### src/rtl/fetch_pkg.sv
// Shared types and constants for the instruction-fetch front end.
// Contents:
//   fetch_entry_t     - one queued fetch: {pc, inst, misaligned}
//   INST_BYTES        - PC increment per fetched instruction
//   DEFAULT_RESET_PC  - default PC loaded on reset
package fetch_pkg;

    localparam int unsigned XLEN       = 32;
    localparam int unsigned INST_BYTES = 4;

    localparam logic [XLEN-1:0] DEFAULT_RESET_PC = 32'h0000_0000;

    typedef struct packed {
        logic [XLEN-1:0] pc;
        logic [XLEN-1:0] inst;
        logic            misaligned;
    } fetch_entry_t;

endpackage

### src/rtl/fetch_queue.sv
// Circular buffer of fetch entries between the PC stage and decode.
// Ports:
//   clk, rst          - clock, asynchronous active-high reset
//   push, wr_entry    - enqueue wr_entry (ignored when full without a pop)
//   pop               - dequeue the head (ignored when empty)
//   flush             - drop all entries; overrides push and pop
//   head              - entry at the read pointer, straight from storage
//   full, empty       - occupancy flags
module fetch_queue
    import fetch_pkg::*;
#(
    parameter int unsigned DEPTH = 2
) (
    input  logic         clk,
    input  logic         rst,
    input  logic         push,
    input  fetch_entry_t wr_entry,
    input  logic         pop,
    input  logic         flush,
    output fetch_entry_t head,
    output logic         full,
    output logic         empty
);

    localparam int unsigned PTR_W = $clog2(DEPTH);
    localparam int unsigned CNT_W = PTR_W + 1;

    fetch_entry_t       mem [DEPTH];
    logic [PTR_W-1:0]   wr_ptr;
    logic [PTR_W-1:0]   rd_ptr;
    logic [CNT_W-1:0]   count;
    logic               do_push;
    logic               do_pop;

    assign full    = (count == CNT_W'(DEPTH));
    assign empty   = (count == '0);
    assign do_push = push && (!full || pop);
    assign do_pop  = pop && !empty;
    assign head    = mem[rd_ptr];

    // Storage is cleared on reset so the head reads as zero out of reset.
    always_ff @(posedge clk or posedge rst) begin
        if (rst) begin
            for (int i = 0; i < int'(DEPTH); i++) begin
                mem[i] <= '0;
            end
        end else if (do_push && !flush) begin
            mem[wr_ptr] <= wr_entry;
        end
    end

    // Pointers and occupancy; DEPTH is a power of two so pointers wrap naturally.
    always_ff @(posedge clk or posedge rst) begin
        if (rst) begin
            wr_ptr <= '0;
            rd_ptr <= '0;
            count  <= '0;
        end else if (flush) begin
            wr_ptr <= '0;
            rd_ptr <= '0;
            count  <= '0;
        end else begin
            if (do_push) begin
                wr_ptr <= wr_ptr + PTR_W'(1);
            end
            if (do_pop) begin
                rd_ptr <= rd_ptr + PTR_W'(1);
            end
            case ({do_push, do_pop})
                2'b10:   count <= count + CNT_W'(1);
                2'b01:   count <= count - CNT_W'(1);
                default: count <= count;
            endcase
        end
    end

endmodule

### src/rtl/if_fetch_unit.sv
// Instruction-fetch front end: PC register, next-PC selection and the
// valid/ready handshake to decode, with a small fetch queue in between.
// Configuration macro: FETCH_MISALIGN_CHECK_EN
//   defined   - redirect target loaded as-is, entries from PC[1:0]!=0 flagged
//   undefined - redirect target word-aligned, o_misaligned always 0
// Ports:
//   i_clk, i_reset          - clock, asynchronous active-high reset
//   o_addr_inst, i_inst     - instruction memory address (= PC) and word
//   i_redirect, i_redirect_pc - flush and restart fetch at the target
//   o_valid, o_inst, o_pc, o_misaligned - queue head to decode
//   i_ready                 - decode accepts the head this cycle
module if_fetch_unit
    import fetch_pkg::*;
#(
    parameter logic [31:0] RESET_PC = DEFAULT_RESET_PC,
    parameter int unsigned DEPTH    = 2
) (
    input  logic        i_clk,
    input  logic        i_reset,
    output logic [31:0] o_addr_inst,
    input  logic [31:0] i_inst,
    input  logic        i_redirect,
    input  logic [31:0] i_redirect_pc,
    output logic        o_valid,
    output logic [31:0] o_inst,
    output logic [31:0] o_pc,
    output logic        o_misaligned,
    input  logic        i_ready
);

    logic [31:0]  pc;
    logic [31:0]  pc_next_c;
    logic [31:0]  redirect_target_c;
    logic         entry_misaligned_c;
    logic         push_c;
    logic         pop_c;
    logic         full;
    logic         empty;
    fetch_entry_t wr_entry;
    fetch_entry_t head;

`ifdef FETCH_MISALIGN_CHECK_EN
    assign redirect_target_c  = i_redirect_pc;
    assign entry_misaligned_c = |pc[1:0];
`else
    assign redirect_target_c  = {i_redirect_pc[31:2], 2'b00};
    assign entry_misaligned_c = 1'b0;
`endif

    // A full queue can still accept a fetch when decode drains the head.
    assign pop_c  = !empty && i_ready;
    assign push_c = !full || pop_c;

    assign wr_entry = '{pc: pc, inst: i_inst, misaligned: entry_misaligned_c};

    // Redirect wins over sequential fetch; PC wraps modulo 2^32.
    always_comb begin
        pc_next_c = pc;
        if (i_redirect) begin
            pc_next_c = redirect_target_c;
        end else if (push_c) begin
            pc_next_c = pc + 32'(INST_BYTES);
        end
    end

    always_ff @(posedge i_clk or posedge i_reset) begin
        if (i_reset) begin
            pc <= RESET_PC;
        end else begin
            pc <= pc_next_c;
        end
    end

    fetch_queue #(
        .DEPTH (DEPTH)
    ) u_queue (
        .clk      (i_clk),
        .rst      (i_reset),
        .push     (push_c),
        .wr_entry (wr_entry),
        .pop      (pop_c),
        .flush    (i_redirect),
        .head     (head),
        .full     (full),
        .empty    (empty)
    );

    assign o_addr_inst  = pc;
    assign o_valid      = !empty;
    assign o_inst       = head.inst;
    assign o_pc         = head.pc;
    assign o_misaligned = head.misaligned;

endmodule

### config.mk
export PLATFORM = sky130hd
export DESIGN_NAME = if_fetch_unit
export DESIGN_NICKNAME = d
export VERILOG_FILES = /design/src/rtl/fetch_pkg.sv /design/src/rtl/fetch_queue.sv /design/src/rtl/if_fetch_unit.sv
export SDC_FILE = /design/constraint.sdc
export NUM_CORES = 1
export LEC_CHECK = 0
export CAP_MARGIN = 20
export CORE_UTILIZATION = 40
export CTS_CLUSTER_DIAMETER = 30
export CTS_CLUSTER_SIZE = 8
export DETAILED_ROUTE_END_ITERATION = 8
export PLACE_DENSITY = 0.74
export SETUP_SLACK_MARGIN = 0.4
export SYNTH_ARGS = -nofsm -noshare
export SYNTH_HDL_FRONTEND = slang
export SYNTH_SLANG_ARGS = --single-unit
### constraint.sdc
create_clock -name i_clk -period 8.4 [get_ports i_clk]
set_clock_uncertainty 0.15 [all_clocks]
set_input_delay 2.52 -clock i_clk [delete_from_list [all_inputs] [get_ports i_clk]]
set_output_delay 2.52 -clock i_clk [all_outputs]
set_load 0.01 [all_outputs]
==> impl_results.rst, run 1 <==
.. list-table::
   :header-rows: 1

   * - Metric
     - Value
   * - Source-to-sink clock delay at the later pin of the worst-skew pair
     - around 0.42 ns
   * - Count of routing violations after the opening detailed-route iteration
     - 254
   * - Net switching power figure
     - between 1 and 1.5 mW
   * - Clk sinks
     - between 150 and 200
   * - Clock transition at the registers of the reported paths
     - 0.06 ns
   * - Part of the total power dissipated in the clock network
     - around 22%
   * - Floorplan core area
     - 18,000 um^2
   * - Hold buffer count at cts
     - 0
   * - Register area
     - approximately 4000 um^2
   * - Adder-cell area share of the yosys netlist
     - 0.507%
   * - Synthesized-area fraction occupied by ao, oa, aoi and oai cells
     - under 10%
   * - Count of flip-flops with a built-in enable after synthesis
     - 0
   * - Sequential-to-total area share from yosys stat
     - a little over half
   * - Number of top-level pins
     - between 150 and 200
   * - Largest net degree at the start of global routing
     - 92
   * - Count of nets left with antenna violations after detail routing
     - 0
   * - CTS tree
     - yes
   * - Power Internal
     - between 2 and 2.5 mW
   * - Yosys warns
     - 0
   * - Peak clock frequency supported by timing
     - approximately 0.18 GHz
   * - Total setup violations reported at the end of the flow
     - 0
   * - Actual transition at the worst max-transition pin
     - 1.04 ns
   * - Gate Count Post-Synth
     - ~570
   * - Netlist area before placement
     - between 7000 and 8000 um^2
   * - Antenna Cells
     - 0
   * - Leakage power of the design
     - between 3 and 4 nW
   * - Synthesized-area fraction occupied by xor and xnor cells
     - 1.18%
   * - Maximum VDD drop
     - slightly below 0.0002 V
   * - Chip height
     - approximately 140 um
   * - Wire length of the first global-routing pass
     - ~28 mm
   * - Starting density of the core
     - 41.1%
   * - FF-to-FF Start
     - u_queue.count[0]$_DFFE_PP0P_
   * - Vias per Instance
     - roughly 5.4
   * - Number of global-route vias before repair
     - approximately 5,200
   * - Filler cells
     - ~1,500
   * - Share of final-layout standard cells stronger than drive strength 1
     - between 30% and 40%
   * - Number of distinct library cells after synthesis
     - 45
   * - Setup repair after global routing missed its margin
     - no
   * - Startpoint of the most critical hold path
     - u_queue.mem[71]$_DFFE_PP0P_
   * - Pins Over Slew Limit
     - 0
   * - Detail Placement HPWL
     - approximately 12 mm
   * - Largest fanout on the critical path
     - 39
   * - Type of element capturing the critical path
     - output pin
   * - Critical Path Start Type
     - flop
   * - Critical path type
     - flop to output pin
   * - CP Data Required Time
     - 5.73 ns
   * - Placed cell count
     - between 900 and 1,000
   * - Max_slew headroom
     - between 20% and 30%
   * - Combinational fraction of design power
     - 40.5%
   * - Root buffer cell
     - sky130_fd_sc_hd__clkbuf_16
   * - Final critical-path share of the clock period
     - 64.6%
   * - Standard-cell rows
     - around 50
   * - Post-placement cell area
     - slightly above 9000 um^2
   * - Max clock buf depth
     - 2
   * - Area taken by multi-input logic gates
     - approximately 3200 um^2
   * - Final non-filler cell total
     - 966
   * - Final routed DRC violation total
     - 0
   * - Total length of routed wires
     - about 17 mm
   * - Power per standard cell area
     - ~350 nW/um^2
   * - Routed wirelength normalized by instance count
     - between 15 and 20 um
   * - Setup TNS
     - 0 ns
   * - Endpoint, Worst Hold
     - u_queue.mem[71]$_DFFE_PP0P_
   * - Synth Flop Type
     - sky130_fd_sc_hd__dfrtp_1
   * - Mux share of post-synthesis cell area
     - between 20% and 30%
   * - Number of instances on the worst hold path
     - 1
   * - Net switching share of the total power
     - 29.6%
   * - Total Nets Final
     - slightly below 800
   * - Simple-gate portion of the synthesized area
     - under 10%
   * - Worst hold path type
     - flop to flop
   * - Proportion of power drawn by flip-flops and latches
     - a little under two fifths
   * - Number of antenna violations at the first check in global routing
     - 0
   * - Post-synthesis average cell area
     - roughly 13 um^2
   * - Max_cap viols
     - 0
   * - Number of buffers inserted during clock tree synthesis
     - 17
   * - Router iterations before antenna repair
     - 4
   * - Global placer's final weighted congestion
     - 0.756
   * - Library cell with the largest summed area after synthesis
     - sky130_fd_sc_hd__dfrtp_1
   * - Post-route design area
     - 9790 um^2
   * - Global-route usage over all layers
     - 18.9%
   * - Via count
     - about 5,200
   * - Seq cells post-synth
     - about 160
   * - Endpoint of the worst-slack reg-to-reg timing path
     - u_queue.mem[13]$_DFFE_PP0P_
   * - Result of the run
     - finished, final reports clean
   * - Resized Gates After CTS
     - 0
   * - Number of H-tree levels
     - 4
   * - Die W
     - 138 um
   * - Worst r2r path cells
     - 9
   * - Buffers added on ports
     - approximately 160
   * - Arrival time of the worst setup path
     - around 2.8 ns
   * - Proportion of synthesized flip-flops having asynchronous set or reset
     - between 90% and 100%
   * - Remaining global-route overflow
     - 0
   * - Shortest period the worst path allows
     - ~5.4 ns
   * - Flop-to-flop setup slack
     - 5.39 ns
   * - Final number of hold-violating endpoints
     - 0
   * - Fraction of synthesized cell area taken by the top area cell type
     - a little over half
   * - Main area contributors after synthesis
     - sky130_fd_sc_hd__dfrtp_1, sky130_fd_sc_hd__mux2_2, sky130_fd_sc_hd__a31oi_1
   * - Post-synthesis to final-layout area growth
     - 32.3%
   * - Final core area utilization
     - a little over half
   * - Critical-path cell list
     - buf_4 -> mux2_2 -> clkdlybuf4s50_1
   * - Slowest cell on crit path
     - sky130_fd_sc_hd__dfrtp_2
   * - Area of the die
     - about 19,000 um^2
   * - # Post-CTS Setup Buffers
     - 0
   * - Largest stage delay, worst path
     - 0.80 ns
   * - Combinational family with the most area after synthesis
     - multiplexers
==> power groups by stage <==
| stage | logic, mW | registers, mW | clock network, mW |
|---|---|---|---|
| floorplan | 0.834 | 1.22 | 0 |
| global placement | 1.36 | 1.26 | 0 |
| detailed placement | 1.40 | 1.30 | 0 |
| CTS | 1.41 | 1.29 | 0.782 |
| global route | 1.49 | 1.33 | 0.819 |
| finish | 1.39 | 1.28 | 0.762 |
==> critical path: cells and delay by family (launching register included) <==
kind | cells | cell delay (ns)
flops | 1 | 0.80
buf+inv | 2 | 1.12
mux | 1 | 0.41
==> registers in the layout (all words and copies together), names as in the netlist <==
register / cells
u_queue.mem: 124
o_addr_inst: 30
u_queue.count: 2
u_queue.rd_ptr: 1
u_queue.wr_ptr: 1
==> routing by layer <==
metal	track usage, %	up-vias	part of all wire [%]
met5	0	-	0
met4	4.63	0	1.1
met3	5.30	17	5.0
met2	31.2	145	50
met1	24.5	2630	44
li1	-	2387	-
==> synthesized netlist by cell type (2+ instances only) <==
cell	n
sky130_fd_sc_hd__a2111o_1	3
sky130_fd_sc_hd__nand4_1	6
sky130_fd_sc_hd__buf_2	13
sky130_fd_sc_hd__nand3_1	10
sky130_fd_sc_hd__ha_1	3
sky130_fd_sc_hd__or4_1	11
sky130_fd_sc_hd__a21oi_1	2
sky130_fd_sc_hd__xnor2_1	9
sky130_fd_sc_hd__nor2_1	25
sky130_fd_sc_hd__clkbuf_1	15
sky130_fd_sc_hd__and3_1	2
sky130_fd_sc_hd__mux2_2	186
sky130_fd_sc_hd__o31a_1	2
sky130_fd_sc_hd__dfrtp_1	158
sky130_fd_sc_hd__a211o_1	2
sky130_fd_sc_hd__a211oi_1	6
sky130_fd_sc_hd__inv_1	16
sky130_fd_sc_hd__and2_1	2
sky130_fd_sc_hd__or4b_1	2
sky130_fd_sc_hd__o21ai_0	12
sky130_fd_sc_hd__nand2_1	21
sky130_fd_sc_hd__o41ai_1	3
sky130_fd_sc_hd__or3_1	2
sky130_fd_sc_hd__buf_1	6
sky130_fd_sc_hd__o31ai_1	9
sky130_fd_sc_hd__a31oi_1	18
sky130_fd_sc_hd__nor4_1	2
sky130_fd_sc_hd__a31o_2	3
sky130_fd_sc_hd__nand2b_1	3
sky130_fd_sc_hd__buf_4	5
==> worst max-delay path by stage <==
stage | from | end
floorplan | i_reset | o_addr_inst[10]$_DFFE_PP0P_
global placement | i_ready | u_queue.mem[11]$_DFFE_PP0P_
detailed placement | i_ready | u_queue.mem[13]$_DFFE_PP0P_
CTS | u_queue.rd_ptr$_DFFE_PP0P_ | o_pc[28]
global route | u_queue.rd_ptr$_DFFE_PP0P_ | o_pc[28]
finish | u_queue.rd_ptr$_DFFE_PP0P_ | o_pc[28]
==> layout by cell type, fill, tap and decap left out, types with 5 or more instances in the layout <==
cell	Yosys	routed
sky130_fd_sc_hd__dfrtp_1	158	157
sky130_fd_sc_hd__o21ai_0	12	12
sky130_fd_sc_hd__mux2_2	186	186
sky130_fd_sc_hd__or4_1	11	11
sky130_fd_sc_hd__nand4_1	6	6
sky130_fd_sc_hd__o31ai_1	9	9
sky130_fd_sc_hd__nor2_1	25	25
sky130_fd_sc_hd__a31oi_1	18	18
sky130_fd_sc_hd__inv_1	16	15
sky130_fd_sc_hd__nand3_1	10	10
sky130_fd_sc_hd__conb_1	1	5
sky130_fd_sc_hd__buf_4	5	8
sky130_fd_sc_hd__a211oi_1	6	5
sky130_fd_sc_hd__xnor2_1	9	9
sky130_fd_sc_hd__clkbuf_16	0	17
sky130_fd_sc_hd__nand2_1	21	21
sky130_fd_sc_hd__clkdlybuf4s50_1	0	158
sky130_fd_sc_hd__clkinv_2	0	7
==> final cells by class <==
cell class	instances	area share, %
Clock inverter	13	1.51
Tap cell	229	2.93
Timing Repair Buffer	168	17.0
Sequential cell	158	40.4
Inverter	16	0.665
Clock buffer	19	4.42
Multi-Input combinational cell	363	33.0
==> stage by stage <==
step / hold WS [ns] / worst slack, ns / power, mW
4_1_cts: 0.354 / 2.89 / 3.47
2_1_floorplan: 0.325 / 1.47 / 2.06
5_1_grt: 0.361 / 2.82 / 3.64
6_report: 0.350 / 2.97 / 3.44
3_3_place_gp: 0.333 / 2.78 / 2.62
3_5_place_dp: 0.340 / 2.69 / 2.70
==> kinds of logic after synthesis <==
family	after synthesis
multiplexers	187
flip-flops	158
AND/OR/NAND/NOR	91
AO/OA/AOI/OAI	67
buffers and inverters	55
XOR/XNOR	10
adder cells (fa/ha/maj)	3
other	1
Power figures use the tool's default switching activity.
==> run 2: changes to the inputs <==
clock period = 5.02 ns   (was 8.4 ns; I/O delays follow)
==> impl_results.rst, run 2 (synthesis results as in run 1) <==
.. list-table::
   :header-rows: 1

   * - Metric
     - Value
   * - Result of the run
     - finished, final reports clean
   * - Clk sinks
     - 158 (unchanged)
   * - Most common cell after layout, fill and taps aside
     - sky130_fd_sc_hd__mux2_2
   * - Amount of wire on met2 after detailed routing
     - 8.68 mm (+0.13%)
   * - Number of top-level pins
     - 166 (unchanged)
   * - Routed wirelength normalized by instance count
     - 18.3 um (+1.3%)
   * - Worst Hold Slack
     - 0.352 ns (+0.00261 ns)
   * - Routed length on met1
     - 7.79 mm (+1.2%)
   * - Number of global-route vias before repair
     - 5,415 (+3.2%)
   * - Final critical-path share of the clock period
     - between 80 and 90%
   * - Hold buffer count at cts
     - 0 (unchanged)
   * - Root buffer cell
     - sky130_fd_sc_hd__clkbuf_16
   * - Count of nets left with antenna violations after detail routing
     - 0 (unchanged)
   * - Commonest cells after routing, fill and taps aside
     - sky130_fd_sc_hd__mux2_2, sky130_fd_sc_hd__clkdlybuf4s50_1, sky130_fd_sc_hd__dfrtp_1, sky130_fd_sc_hd__nor2_1, sky130_fd_sc_hd__nand2_1
   * - Type of element capturing the critical path
     - output pin
   * - Peak clock frequency supported by timing
     - 0.241 GHz
   * - Top sig layer
     - met4
   * - Total Nets Final
     - 796 (+0.13%)
   * - Max_slew headroom
     - 33.7% (+3.7 points)
   * - Clock transition at the registers of the reported paths
     - 0.06 ns (about the same)
   * - Chip height
     - 138 um (unchanged)
   * - Final routed DRC violation total
     - 0 (unchanged)
   * - Area of the die
     - 19,000 um^2 (unchanged)
   * - Leakage power of the design
     - 3.90 nW (+0.87%)
   * - Final core area utilization
     - 54.8% (+0.53 points)
   * - Register with the most flip-flops
     - u_queue.mem
   * - Number of antenna violations at the first check in global routing
     - 0 (unchanged)
   * - Global-route usage over all layers
     - 19.4% (+0.53 points)
   * - Critical Path Start Type
     - flop
   * - Share of final-layout standard cells stronger than drive strength 1
     - 32.0% (unchanged)
   * - Actual transition at the worst max-transition pin
     - 0.970 ns (-0.0706 ns)
   * - Wire length of the first global-routing pass
     - 29.4 mm (+3.8%)
   * - Detail Placement HPWL
     - 11.9 mm (+1.7%)
   * - Met3 Routed Length
     - 821 um (-5.8%)
   * - Critical path type
     - flop to output pin
   * - Remaining global-route overflow
     - 0 (unchanged)
   * - Number of buffers inserted during clock tree synthesis
     - 17 (unchanged)
   * - Number of flip-flops in the largest register
     - 124 (unchanged)
   * - Post-synthesis to final-layout area growth
     - 33.5%
   * - Largest net degree at the start of global routing
     - 64 (-30%)
   * - Global placer's final weighted congestion
     - 0.811 (+7.3%)
   * - Die W
     - 138 um (unchanged)
   * - Total length of routed wires
     - 17.6 mm (+1.3%)
   * - Max_cap viols
     - 0 (unchanged)
   * - Resized Gates After CTS
     - 0 (unchanged)
   * - Worst hold path type
     - flop to flop
   * - Worst path setup slack after routing
     - 0.872 ns (-2.10 ns)
   * - CTS tree
     - yes
   * - Number of H-tree levels
     - 4 (unchanged)
   * - Max clock buf depth
     - 2 (unchanged)
   * - Source-to-sink clock delay at the later pin of the worst-skew pair
     - 0.42 ns (about the same)
   * - Setup TNS
     - 0 ns (unchanged)
   * - # Post-CTS Setup Buffers
     - 0 (unchanged)
   * - Total setup violations reported at the end of the flow
     - 0 (unchanged)
   * - Starting density of the core
     - 41.1% (unchanged)
   * - CP Data Required Time
     - 3.36 ns (-2.37 ns)
   * - Final number of hold-violating endpoints
     - 0 (unchanged)
   * - Overall power of the completed layout
     - 5.87 mW (+71%)
   * - Maximum VDD drop
     - 0.000384 V (+97%)
   * - Buffers added on ports
     - 158 (unchanged)
   * - Pins Over Slew Limit
     - 0 (unchanged)
   * - Count of routing violations after the opening detailed-route iteration
     - 259 (+2.0%)
   * - Floorplan core area
     - 18,000 um^2 (unchanged)
   * - Antenna Cells
     - 0 (unchanged)
   * - Power per standard cell area
     - 594 nW/um^2 (+69%)
   * - Via count
     - 5,188 (+0.17%)
   * - Shortest period the worst path allows
     - just over 4 ns
   * - Standard-cell rows
     - 49 (unchanged)
   * - Largest fanout on the critical path
     - 39 (unchanged)
   * - Worst slack, placed
     - 0.928 ns (-1.77 ns)
   * - Setup repair after global routing missed its margin
     - no
   * - Arrival time of the worst setup path
     - 2.49 ns (-0.27 ns)
   * - Router iterations before antenna repair
     - 6 (+2)
   * - Vias per Instance
     - 5.37 (+0.17%)
run 2: cell types whose count changed in the layout (fill, tap and decap cells not counted), sizes merged:
cell,before,now
bufinv,3,4
clkbuf,20,22
buf,9,11
clkinv,7,2
run 2: final cells by class:
cell class | instances | area (um^2)
multi-input combinational | 363 | 3230
inverter | 16 | 63.8
clock inverter | 9 | 158
sequential | 158 | 3960
fill | 1488 | 8140
timing repair buffer | 169 | 1710
clock buffer | 22 | 474
tap | 229 | 287
run 2: final timing paths:
path | depth (start not counted) | endpoint | start | slack, ns
worst max-delay path | 3 | o_inst[15] | u_queue.rd_ptr$_DFFE_PP0P_ | 0.87
worst min-delay path | 1 | u_queue.mem[124]$_DFFE_PP0P_ | u_queue.mem[124]$_DFFE_PP0P_ | 0.35
worst max register to register | 7 | u_queue.mem[126]$_DFFE_PP0P_ | u_queue.count[0]$_DFFE_PP0P_ | 2.19
worst min register to register | 1 | u_queue.mem[124]$_DFFE_PP0P_ | u_queue.mem[124]$_DFFE_PP0P_ | 0.35
max in group asynchronous | 3 | u_queue.mem[72]$_DFFE_PP0P_ | i_reset | 2.28
min in group asynchronous | 2 | u_queue.mem[61]$_DFFE_PP0P_ | i_reset | 1.51
run 2: stage by stage:
step / cell area, um^2 / cells
floorplan: 7420 / 576
global placement: 9250 / 934
detailed placement: 9250 / 934
CTS: 9880 / 965
global route: 9880 / 966
finish: 9880 / 966
run 2: worst max-delay path, cell delays in order (launching register included):
cell and delay (ns):
sky130_fd_sc_hd__dfrtp_2 0.85, sky130_fd_sc_hd__buf_12 0.33, sky130_fd_sc_hd__mux2_2 0.36, sky130_fd_sc_hd__clkdlybuf4s50_1 0.52
run 2: power by group:
part           leakage, nW  total (mW)  switching [mW]  internal (mW)
registers             1.84        2.15           0.336           1.82
logic                 1.76        2.34           0.869           1.47
clock network        0.303        1.38           0.507          0.872
total                 3.90        5.87            1.71           4.16
run 2: per-layer routing:
layer	vias to the layer above	global-route usage, %
met1	2619	24.9
met4	0	6.59
met2	155	32.1
li1	2388	-
met3	26	4.61
met5	-	0
